<file path="src/rtl/uart_rx_oversample.sv">
// Oversampling 8N1 UART receiver: 2-flop synchroniser, 1/OVERSAMPLE-bit sample grid,
// 3-sample majority vote per bit, one-clock strobes for data, framing error and line break.
//
// state    | meaning
// IDLE     | line idle, counters cleared, waiting for rx_s low
// START    | timing the start bit; a high vote rejects it as a glitch
// DATA     | shifting in WIDTH data bits, LSB first
// STOP     | deciding on the stop bit at its 3rd vote sample
// BRK_WAIT | stop bit was low; wait for the line to return high
module uart_rx_oversample #(
  parameter int FPGA_clk_freq = 50000000,
  parameter int baudrate      = 115200,
  parameter int WIDTH         = 8,
  parameter int OVERSAMPLE    = 16
) (
  input  logic             clk,
  input  logic             rst,
  input  logic             i_RX_Serial,
  output logic [WIDTH-1:0] o_RX_Data,
  output logic             o_RX_DV,
  output logic             o_frame_err,
  output logic             o_break,
  output logic             o_busy
);

  localparam int TICK_DIV = FPGA_clk_freq / (baudrate * OVERSAMPLE);
  localparam int TW = (TICK_DIV > 1) ? $clog2(TICK_DIV) : 1;
  localparam int SW = $clog2(OVERSAMPLE);
  localparam int IW = (WIDTH > 1) ? $clog2(WIDTH) : 1;

  localparam logic [TW-1:0] T_END = TW'(TICK_DIV - 1);
  localparam logic [SW-1:0] S_V0  = SW'(OVERSAMPLE / 2 - 1);
  localparam logic [SW-1:0] S_V1  = SW'(OVERSAMPLE / 2);
  localparam logic [SW-1:0] S_V2  = SW'(OVERSAMPLE / 2 + 1);
  localparam logic [SW-1:0] S_END = SW'(OVERSAMPLE - 1);
  localparam logic [IW-1:0] I_END = IW'(WIDTH - 1);

  typedef enum logic [2:0] {IDLE, START, DATA, STOP, BRK_WAIT} state_t;

  state_t           state, state_n;
  logic             rx_meta, rx_s;
  logic [TW-1:0]    tick_cnt;
  logic [SW-1:0]    s_cnt;
  logic [IW-1:0]    bit_idx;
  logic [2:0]       samp;
  logic [WIDTH-1:0] shift;
  logic             tick, bit_end, stop_pt, vote_end, vote_stop;
  logic             dv_n, fe_n, brk_n;

  function automatic logic maj3(input logic a, input logic b, input logic c);
    return (a & b) | (a & c) | (b & c);
  endfunction

  always_ff @(posedge clk) begin
    if (rst) begin
      rx_meta <= 1'b1;
      rx_s    <= 1'b1;
    end else begin
      rx_meta <= i_RX_Serial;
      rx_s    <= rx_meta;
    end
  end

  assign tick      = (state != IDLE) && (state != BRK_WAIT) && (tick_cnt == T_END);
  assign bit_end   = tick && (s_cnt == S_END);
  assign stop_pt   = tick && (s_cnt == S_V2);
  assign vote_end  = maj3(samp[0], samp[1], samp[2]);
  // The stop decision uses the live 3rd sample so the FSM is back in IDLE before a gapless next start.
  assign vote_stop = maj3(samp[0], samp[1], rx_s);

  always_ff @(posedge clk) begin
    if (rst) state <= IDLE;
    else     state <= state_n;
  end

  always_comb begin
    state_n = state;
    case (state)
      IDLE:     if (!rx_s) state_n = START;
      START:    if (bit_end) state_n = vote_end ? IDLE : DATA;
      DATA:     if (bit_end && (bit_idx == I_END)) state_n = STOP;
      STOP:     if (stop_pt) state_n = vote_stop ? IDLE : BRK_WAIT;
      BRK_WAIT: if (rx_s) state_n = IDLE;
      default:  state_n = IDLE;
    endcase
  end

  always_comb begin
    dv_n  = 1'b0;
    fe_n  = 1'b0;
    brk_n = 1'b0;
    if (state == STOP && stop_pt) begin
      if (vote_stop)       dv_n  = 1'b1;
      else if (shift == '0) brk_n = 1'b1;
      else                 fe_n  = 1'b1;
    end
  end

  // Tick counter starts on the clock that leaves IDLE, so sample phase is referenced to the edge.
  always_ff @(posedge clk) begin
    if (rst) begin
      tick_cnt <= '0;
      s_cnt    <= '0;
      bit_idx  <= '0;
      samp     <= '0;
      shift    <= '0;
    end else begin
      if (state_n == IDLE || state_n == BRK_WAIT) begin
        tick_cnt <= '0;
        s_cnt    <= '0;
      end else if (tick) begin
        tick_cnt <= '0;
        s_cnt    <= (s_cnt == S_END) ? '0 : s_cnt + SW'(1);
      end else begin
        tick_cnt <= tick_cnt + TW'(1);
      end

      if (tick && s_cnt == S_V0) samp[0] <= rx_s;
      if (tick && s_cnt == S_V1) samp[1] <= rx_s;
      if (tick && s_cnt == S_V2) samp[2] <= rx_s;

      if (state == START && bit_end) bit_idx <= '0;
      if (state == DATA && bit_end) begin
        shift   <= {vote_end, shift[WIDTH-1:1]};
        bit_idx <= bit_idx + IW'(1);
      end
    end
  end

  always_ff @(posedge clk) begin
    if (rst) begin
      o_RX_Data   <= '0;
      o_RX_DV     <= 1'b0;
      o_frame_err <= 1'b0;
      o_break     <= 1'b0;
    end else begin
      o_RX_DV     <= dv_n;
      o_frame_err <= fe_n;
      o_break     <= brk_n;
      if (dv_n) o_RX_Data <= shift;
    end
  end

  assign o_busy = (state != IDLE);

endmodule

</file>
<file path="config.mk">
export PLATFORM = sky130hd
export DESIGN_NAME = uart_rx_oversample
export DESIGN_NICKNAME = d
export VERILOG_FILES = /design/src/rtl/uart_rx_oversample.sv
export SDC_FILE = /design/constraint.sdc
export NUM_CORES = 1
export LEC_CHECK = 0
export CORE_MARGIN = 2
export CORE_UTILIZATION = 41
export CTS_BUF_LIST = sky130_fd_sc_hd__clkbuf_8
export DETAILED_ROUTE_END_ITERATION = 6
export GPL_ROUTABILITY_DRIVEN = 0
export GPL_TIMING_DRIVEN = 0
export PLACE_DENSITY = 0.61
export REMOVE_ABC_BUFFERS = 1
export SLEW_MARGIN = 10
export SYNTH_ARGS = -nofsm -noshare
export SYNTH_HDL_FRONTEND = slang
export SYNTH_SLANG_ARGS = --single-unit
</file>
<file path="constraint.sdc">
create_clock -name clk -period 2.05 [get_ports clk]
set_clock_uncertainty 0.2 [all_clocks]
set_input_delay 0.5125 -clock clk [delete_from_list [all_inputs] [get_ports clk]]
set_output_delay 0.5125 -clock clk [all_outputs]
set_load 0.01 [all_outputs]
</file>
==> impl_table.tex, run 1 <==
\begin{tabular}{lr}
\hline
Metric & Value \\
\hline
\multicolumn{2}{l}{\textbf{Outcome}} \\
\quad Outcome & completed \\
\multicolumn{2}{l}{\textbf{Floorplanning}} \\
\quad Area of the die & 5000 sq um \\
\quad Width of the die & 70.7 microns \\
\quad Core area & 4320 sq um \\
\quad Boundary pin count & 15 \\
\quad Total number of placement rows & 24 \\
\quad Initial cell density of the core & 0.422 \\
\quad Height of the chip & 70.7 microns \\
\multicolumn{2}{l}{\textbf{Logic synthesis}} \\
\quad Sequential element share of the synthesized area & 0.428 \\
\quad Per-instance average area after synthesis & 9.21 sq um \\
\quad Warnings, synthesis & 0 \\
\quad Main combinational cell family by area after synthesis & simple AND/OR/NAND/NOR gates \\
\quad Fraction of the mapped netlist area in compound gates & 0.109 \\
\quad Simple-gate share of the synthesized area & 0.262 \\
\quad Mux contribution to synthesized area & 0.0720 \\
\quad Flip-flop cell with the highest count after synthesis & sky130\_fd\_sc\_hd\_\_dfxtp\_1 \\
\quad Fraction of registers with async set or reset after synthesis & 0 \\
\quad Synth Register Bits & 39 \\
\quad Mapped cell area & 1820 sq um \\
\quad Gate count of the mapped netlist & 198 \\
\quad Fraction of synthesized cell area in xor and xnor cells & 0.0240 \\
\quad Post-synthesis adder-cell area fraction & 0.0535 \\
\quad Synth unique cells & 45 \\
\quad Number of enable-type register cells in the synthesized netlist & 0 \\
\multicolumn{2}{l}{\textbf{STA}} \\
\quad Setup repair after global routing missed its margin & yes \\
\quad Post-route fraction of the period consumed by the critical path & 0.976 \\
\quad Max-slew headroom & 0.577 \\
\quad Worst hold slack after final layout & 0.209 ns \\
\quad Setup Viol. Count Final & 0 \\
\quad Slew at the pin with the worst max-slew slack & 0.635 ns \\
\quad Final number of hold-violating endpoints & 0 \\
\quad Final min period & 2.00 ns \\
\quad Maximum achievable frequency & 0.500 GHz \\
\quad Final Max Slew Viols & 0 \\
\multicolumn{2}{l}{\textbf{Place}} \\
\quad Sum of net half-perimeters after detailed placement & 2.59 mm \\
\quad Number of input and output port buffers inserted & 14 \\
\multicolumn{2}{l}{\textbf{Routing}} \\
\quad Antenna viol nets, final & 0 \\
\quad Total wire length & 4.11 mm \\
\quad Vias per inst & 5.71 \\
\quad First-pass iteration count of the detailed router & 4 \\
\quad Vias & 1560 \\
\quad Post-detailed-route wirelength per cell & 15.0 microns \\
\quad DRC violations left & 0 \\
\quad DRC violation total after the first TritonRoute iteration & 103 \\
\multicolumn{2}{l}{\textbf{Global routing}} \\
\quad Wire length of the first global-routing pass & 6.52 mm \\
\quad Global route total overflow & 0 \\
\quad Largest net degree at the start of global routing & 34 \\
\quad Vias in the first global route & 1411 \\
\quad Number of antenna violations at the first check in global routing & 0 \\
\quad Global router's overall resource usage & 0.161 \\
\multicolumn{2}{l}{\textbf{Setup path}} \\
\quad Series of cell instances along the critical path & or3\_1 > dlygate4sd2\_1 \\
\quad Critical path's largest stage delay & 0.37 ns \\
\quad Startpoint Class & register \\
\quad Arrival time at the worst endpoint & 1.29 ns \\
\quad Worst path slowest cell & sky130\_fd\_sc\_hd\_\_dfxtp\_4 \\
\quad Startpoint of the most critical register-to-register path & tick\_cnt[0] \\
\quad Worst Setup End Kind & output pin \\
\quad Required time worst endpoint & 1.34 ns \\
\quad Endpoint of the lowest-slack register-to-register path & s\_cnt[0] \\
\quad Worst setup path class & reg -> out \\
\quad Logic depth of the worst register-to-register path & 7 \\
\quad Register-to-register setup slack & 0.05 ns \\
\quad Largest fanout on the critical path & 7 \\
\multicolumn{2}{l}{\textbf{Worst hold path}} \\
\quad End of the worst hold path & rx\_s \\
\quad Cell depth of the worst hold path & 1 \\
\quad Path type of the worst min-delay path & reg -> reg \\
\quad Hold wc startpoint & rx\_meta \\
\multicolumn{2}{l}{\textbf{Cells and area}} \\
\quad Number of antenna repair diodes & 0 \\
\quad Ratio of cells with drive above 1 in the final layout & 0.231 \\
\quad Area growth from synthesis to final layout & 23.5\% \\
\quad Number of nets in the layout & 230 \\
\multicolumn{2}{l}{\textbf{CTS}} \\
\quad CTS tree & yes \\
\quad H-Tree Level Count & 2 \\
\quad Number of clock buffers inserted by TritonCTS & 5 \\
\quad Clk root buf & sky130\_fd\_sc\_hd\_\_clkbuf\_8 \\
\quad Clock insertion delay at the later pin of the skew report & 0.28 ns \\
\quad Maximum buffer depth of the clock tree & 2 \\
\quad Worst-path clk slew & 0.07 ns \\
\quad Sinks on Clock Net & 39 \\
\multicolumn{2}{l}{\textbf{Power}} \\
\quad Static Leak & 0.861 nW \\
\quad Total Power Consumption & 1.30 mW \\
\quad Peak supply drop & 0.409 mV \\
\quad Power density of the placed cells & 576 nW/um\^{}2 \\
\multicolumn{2}{l}{\textbf{Run}} \\
\quad Max-cap viol count & 0 \\
\hline
\end{tabular}
==> power breakdown <==
| group | internal, mW | total, mW | switching (mW) |
|---|---|---|---|
| Sequential | 0.758 | 0.765 | 0.00674 |
| Clock | 0.229 | 0.481 | 0.252 |
| Combinational | 0.0188 | 0.0501 | 0.0313 |
==> metal layers <==
metal	up-vias	global-route usage	wire length, microns
li1	761	-	-
met1	755	0.216	1870
met2	38	0.256	2010
met3	6	0.0399	169
met4	0	0.0461	55
met5	-	0	0
==> through the flow <==
step                      area (sq um)  worst slack [ns]  instances  utilization  TNS (ns)
after floorplan                   1750            -0.183        183            -     -1.93
after global placement            1950            -0.661        249        0.451    -12.46
after detailed placement          1950            -0.702        249        0.451    -13.36
after CTS                         2110            0.0101        263        0.488         0
after global routing              2250           -0.0555        273        0.521    -0.330
final                             2250            0.0496        273        0.521         0
==> Yosys cell counts (3+ instances only) <==
cell	n	area [sq um]
sky130_fd_sc_hd__dfxtp_1	39	781
sky130_fd_sc_hd__nor2_1	18	67.6
sky130_fd_sc_hd__nand3_1	15	75.1
sky130_fd_sc_hd__a21oi_1	12	60.1
sky130_fd_sc_hd__mux2i_1	12	120
sky130_fd_sc_hd__nor4_1	12	75.1
sky130_fd_sc_hd__o21ai_0	9	45.0
sky130_fd_sc_hd__clkbuf_1	7	26.3
sky130_fd_sc_hd__ha_1	7	87.6
sky130_fd_sc_hd__buf_2	5	25.0
sky130_fd_sc_hd__nand4_1	5	31.3
sky130_fd_sc_hd__nor3_1	5	25.0
sky130_fd_sc_hd__and3b_1	4	35.0
sky130_fd_sc_hd__inv_1	4	15.0
sky130_fd_sc_hd__nand2_1	4	15.0
sky130_fd_sc_hd__xor2_1	3	26.3
==> timing repair <==
item | in CTS | in global routing
hold buffers | 0 | 0
gates resized for setup | 10 | 20
hold endpoints to repair | 0 | 0
pin swaps | 2 | 5
endpoints found under the setup margin | 24 | 30
setup buffers | 6 | 10
==> flip-flops by register name (all words and copies together) (netlist names) <==
name,flops
o_RX_Data,8
state,3
shift,8
s_cnt,4
bit_idx,3
o_RX_DV,1
o_break,1
o_frame_err,1
rx_meta,1
samp,3
rx_s,1
tick_cnt,5
==> cell usage in the layout, fill, tap and decap left out, types with 2 or more instances in the layout <==
master | netlist | routed
sky130_fd_sc_hd__xnor2_1 | 2 | 2
sky130_fd_sc_hd__inv_1 | 4 | 4
sky130_fd_sc_hd__nor4_2 | 0 | 3
sky130_fd_sc_hd__nand2_1 | 4 | 4
sky130_fd_sc_hd__ha_4 | 0 | 2
sky130_fd_sc_hd__nor2b_1 | 2 | 2
sky130_fd_sc_hd__clkdlybuf4s50_1 | 0 | 12
sky130_fd_sc_hd__clkbuf_8 | 0 | 5
sky130_fd_sc_hd__nor2_1 | 18 | 17
sky130_fd_sc_hd__dfxtp_1 | 39 | 33
sky130_fd_sc_hd__a22oi_1 | 2 | 2
sky130_fd_sc_hd__o21ai_0 | 9 | 9
sky130_fd_sc_hd__mux2i_1 | 12 | 12
sky130_fd_sc_hd__and2_1 | 2 | 2
sky130_fd_sc_hd__xor2_1 | 3 | 3
sky130_fd_sc_hd__a21o_1 | 2 | 2
sky130_fd_sc_hd__nor3_1 | 5 | 4
sky130_fd_sc_hd__a21oi_1 | 12 | 12
sky130_fd_sc_hd__inv_2 | 0 | 2
sky130_fd_sc_hd__or2_2 | 2 | 2
sky130_fd_sc_hd__nor4_1 | 12 | 9
sky130_fd_sc_hd__nor2_2 | 1 | 2
sky130_fd_sc_hd__nand3_1 | 15 | 14
sky130_fd_sc_hd__ha_1 | 7 | 4
sky130_fd_sc_hd__buf_4 | 0 | 15
sky130_fd_sc_hd__dfxtp_2 | 0 | 3
sky130_fd_sc_hd__dfxtp_4 | 0 | 3
sky130_fd_sc_hd__nand4_1 | 5 | 5
sky130_fd_sc_hd__and3b_1 | 4 | 4
==> worst max-delay path: cells and delay by family (launching register included) <==
family        cells  cell delay, ns
buf+inv           1            0.28
simple gates      1            0.35
flops             1            0.37
==> layout make-up <==
cell class                 count  area (sq um)
inverter                       4          15.0
fill                         401          2070
clock inverter                 3          12.5
multi-input combinational    140          1030
sequential                    39           796
tap                           52          65.1
timing repair buffer          30           267
clock buffer                   5          68.8
==> cells by family after synthesis <==
family                     after synthesis
DFF                                     39
buffers and inverters                   19
and+or+nand+nor                         81
AOI/OAI and AO/OA                       33
adders and majority gates                8
muxes                                   13
xor gates and xnor gates                 5
==> worst max path at each step <==
stage	from	end	slack, ns	depth (start not counted)
detailed placement	tick_cnt[0]	tick_cnt[3]	-0.70	6
finish	state[1]	o_busy	0.05	2
global route	tick_cnt[0]	s_cnt[0]	-0.06	7
global placement	tick_cnt[0]	tick_cnt[4]	-0.66	6
floorplan	tick_cnt[0]	tick_cnt[2]	-0.18	6
CTS	state[1]	o_busy	0.01	2
No activity file was read; power rests on OpenSTA's default activity.
==> run 2, diff against run 1 <==
Clock period 2.05 ns to 2.5 ns, I/O delays scaled along.
==> run 2 against run 1 <==
  * Worst hold slack improved by 0.00070 ns
  * First-iteration DRC count increased by 5.8%
  * Die area unchanged
  * Critical path depth unchanged
  * Largest cell class unchanged
  * Utilization decreased by 4.3 points
  * Critical endpoint unchanged
  * Total power decreased by 18%
  * Design area decreased by 8.2%
  * Clock power decreased by 19%
==> impl_table.tex, run 2 (same netlist as run 1, synthesis figures left out) <==
\begin{tabular}{lr}
\hline
Metric & Value \\
\hline
\multicolumn{2}{l}{\textbf{Routing}} \\
\quad Antenna viol nets, final & 0 (unchanged) \\
\quad Post-detailed-route wirelength per cell & 14.3 microns (was 15.0 microns) \\
\quad Vias per inst & 5.64 (was 5.71) \\
\quad Vias & 1467 (was 1560) \\
\quad DRC violations left & 0 (unchanged) \\
\quad DRC violation total after the first TritonRoute iteration & 109 (was 103) \\
\quad Total wire length & 3.72 mm (was 4.11 mm) \\
\quad First-pass iteration count of the detailed router & 4 (unchanged) \\
\multicolumn{2}{l}{\textbf{STA}} \\
\quad Setup repair after global routing missed its margin & no (was yes) \\
\quad Final number of hold-violating endpoints & 0 (unchanged) \\
\quad Slew at the pin with the worst max-slew slack & 1.11 ns (was 0.635 ns) \\
\quad Max-slew headroom & 0.258 (was 0.577) \\
\quad Worst hold slack after final layout & 0.210 ns (was 0.209 ns) \\
\quad Setup ws final & 0.146 ns (was 0.0496 ns) \\
\quad Final min period & 2.35 ns \\
\quad Setup Viol. Count Final & 0 (unchanged) \\
\quad Post-route fraction of the period consumed by the critical path & 0.941 \\
\quad Maximum achievable frequency & 0.425 GHz \\
\quad Final Max Slew Viols & 0 (unchanged) \\
\multicolumn{2}{l}{\textbf{Cells and area}} \\
\quad Fin area & 2070 sq um (was 2250 sq um) \\
\quad Ratio of cells with drive above 1 in the final layout & 0.0913 (was 0.231) \\
\quad Registers with the most flip-flops & o\_RX\_Data (8), shift (8), tick\_cnt (5) (unchanged) \\
\quad Number of filler cells placed in the layout & 433 (was 401) \\
\quad Number of antenna repair diodes & 0 (unchanged) \\
\quad Area growth from synthesis to final layout & 13.4\% (was 23.5\%) \\
\quad Top library cells by usage in the layout, fill and taps aside & sky130\_fd\_sc\_hd\_\_dfxtp\_1, sky130\_fd\_sc\_hd\_\_nor2\_1, sky130\_fd\_sc\_hd\_\_nand3\_1 (was sky130\_fd\_sc\_hd\_\_dfxtp\_1, sky130\_fd\_sc\_hd\_\_nor2\_1, sky130\_fd\_sc\_hd\_\_buf\_4) \\
\quad Number of nets in the layout & 217 (was 230) \\
\quad Most common library cell in the layout ignoring fill and taps & sky130\_fd\_sc\_hd\_\_dfxtp\_1 (unchanged) \\
\multicolumn{2}{l}{\textbf{Global routing}} \\
\quad Wire length of the first global-routing pass & 6.28 mm (was 6.52 mm) \\
\quad Vias in the first global route & 1356 (was 1411) \\
\quad Number of antenna violations at the first check in global routing & 0 (unchanged) \\
\quad Global router's overall resource usage & 0.155 (was 0.161) \\
\quad Global route total overflow & 0 (unchanged) \\
\quad Largest net degree at the start of global routing & 34 (unchanged) \\
\multicolumn{2}{l}{\textbf{Floorplanning}} \\
\quad Width of the die & 70.7 microns (unchanged) \\
\quad Total number of placement rows & 24 (unchanged) \\
\quad Height of the chip & 70.7 microns (unchanged) \\
\quad Core area & 4320 sq um (unchanged) \\
\quad Area of the die & 5000 sq um (unchanged) \\
\quad Boundary pin count & 15 (unchanged) \\
\quad Initial cell density of the core & 0.422 (unchanged) \\
\multicolumn{2}{l}{\textbf{Run}} \\
\quad Max-cap viol count & 0 (unchanged) \\
\multicolumn{2}{l}{\textbf{Place}} \\
\quad Total placed instance area & 1950 sq um (unchanged) \\
\quad Sum of net half-perimeters after detailed placement & 2.59 mm (unchanged) \\
\quad DP Worst Slack & -0.358 ns (was -0.702 ns) \\
\quad Number of input and output port buffers inserted & 14 (unchanged) \\
\multicolumn{2}{l}{\textbf{CTS}} \\
\quad Number of clock buffers inserted by TritonCTS & 5 (unchanged) \\
\quad Total of hold buffers inserted after clock tree synthesis & 0 (unchanged) \\
\quad H-Tree Level Count & 2 (unchanged) \\
\quad Clk root buf & sky130\_fd\_sc\_hd\_\_clkbuf\_8 (unchanged) \\
\quad Maximum buffer depth of the clock tree & 2 (unchanged) \\
\quad Sinks on Clock Net & 39 (unchanged) \\
\quad Clock insertion delay at the later pin of the skew report & 0.28 ns (about the same) \\
\quad Worst-path clk slew & 0.07 ns (about the same) \\
\quad CTS tree & yes (unchanged) \\
\multicolumn{2}{l}{\textbf{Setup path}} \\
\quad Series of cell instances along the critical path & or3\_1 > clkdlybuf4s50\_1 (was or3\_1 > dlygate4sd2\_1) \\
\quad Required time worst endpoint & 1.67 ns (was 1.34 ns) \\
\quad Largest fanout on the critical path & 9 (was 7) \\
\quad CP delay by family, top & buffers and inverters (was flip-flops) \\
\quad Timing startpoint of the critical path & state[0] (was state[1]) \\
\quad Worst Setup End Kind & output pin (unchanged) \\
\quad Worst setup path class & reg -> out (unchanged) \\
\quad Startpoint Class & register (unchanged) \\
\quad Critical path's largest stage delay & 0.48 ns (was 0.37 ns) \\
\quad Worst path slowest cell & sky130\_fd\_sc\_hd\_\_clkdlybuf4s50\_1 (was sky130\_fd\_sc\_hd\_\_dfxtp\_4) \\
\quad Arrival time at the worst endpoint & 1.53 ns (was 1.29 ns) \\
\quad Startpoint of the most critical register-to-register path & tick\_cnt[0] (unchanged) \\
\quad Critical path buffers and inverters & 1 (unchanged) \\
\multicolumn{2}{l}{\textbf{Worst hold path}} \\
\quad Path type of the worst min-delay path & reg -> reg (unchanged) \\
\quad Hold wc startpoint & rx\_meta (unchanged) \\
\multicolumn{2}{l}{\textbf{Outcome}} \\
\quad Outcome & completed (unchanged) \\
\multicolumn{2}{l}{\textbf{Power}} \\
\quad Static Leak & 0.769 nW (was 0.861 nW) \\
\quad Power density of the placed cells & 511 nW/um\^{}2 (was 576 nW/um\^{}2) \\
\quad Peak supply drop & 0.338 mV (was 0.409 mV) \\
\hline
\end{tabular}
-- run 2: through the flow --
step	cells	total power [mW]	utilization	setup TNS [ns]
after floorplan	183	0.659	-	0
after global placement	249	0.676	0.451	-2.16
after detailed placement	249	0.676	0.451	-2.50
after CTS	259	1.07	0.473	0
after global routing	260	1.11	0.478	0
final	260	1.06	0.478	0
-- run 2: layout make-up --
type | instances | area, sq um | area share
Inverter | 4 | 15.0 | 0.00726
Clock buffer | 5 | 68.8 | 0.0333
Clock inverter | 3 | 12.5 | 0.00605
Sequential cell | 39 | 783 | 0.379
Timing Repair Buffer | 17 | 174 | 0.0841
Multi-Input combinational cell | 140 | 950 | 0.459
Tap cell | 52 | 65.1 | 0.0315
-- run 2: worst paths after layout --
kind	slack, ns	depth (start not counted)	end
worst max-delay path	0.15	2	o_busy
worst min-delay path	0.21	1	rx_s
worst max register to register	0.25	7	s_cnt[0]
worst min register to register	0.21	1	rx_s
-- run 2: timing repair --
item | in CTS | in global routing
setup buffers | 2 | 1
endpoints found under the setup margin | 9 | 11
pin swaps | 1 | 1
hold endpoints to repair | 0 | 0
resized for setup | 1 | 2
-- run 2: routing by layer --
metal | global-route usage | up-vias | wire length (microns)
li1 | - | 736 | -
met1 | 0.207 | 702 | 1810
met2 | 0.243 | 25 | 1740
met3 | 0.0413 | 4 | 131
met4 | 0.0503 | 0 | 38
met5 | 0 | - | 0
-- run 2: report_power, final --
part | switching (mW) | total, mW | internal [mW] | leakage [nW]
clock network | 0.203 | 0.391 | 0.188 | 0.0505
registers | 0.00494 | 0.629 | 0.624 | 0.316
logic | 0.0229 | 0.0370 | 0.0141 | 0.402
total | 0.231 | 1.06 | 0.826 | 0.769
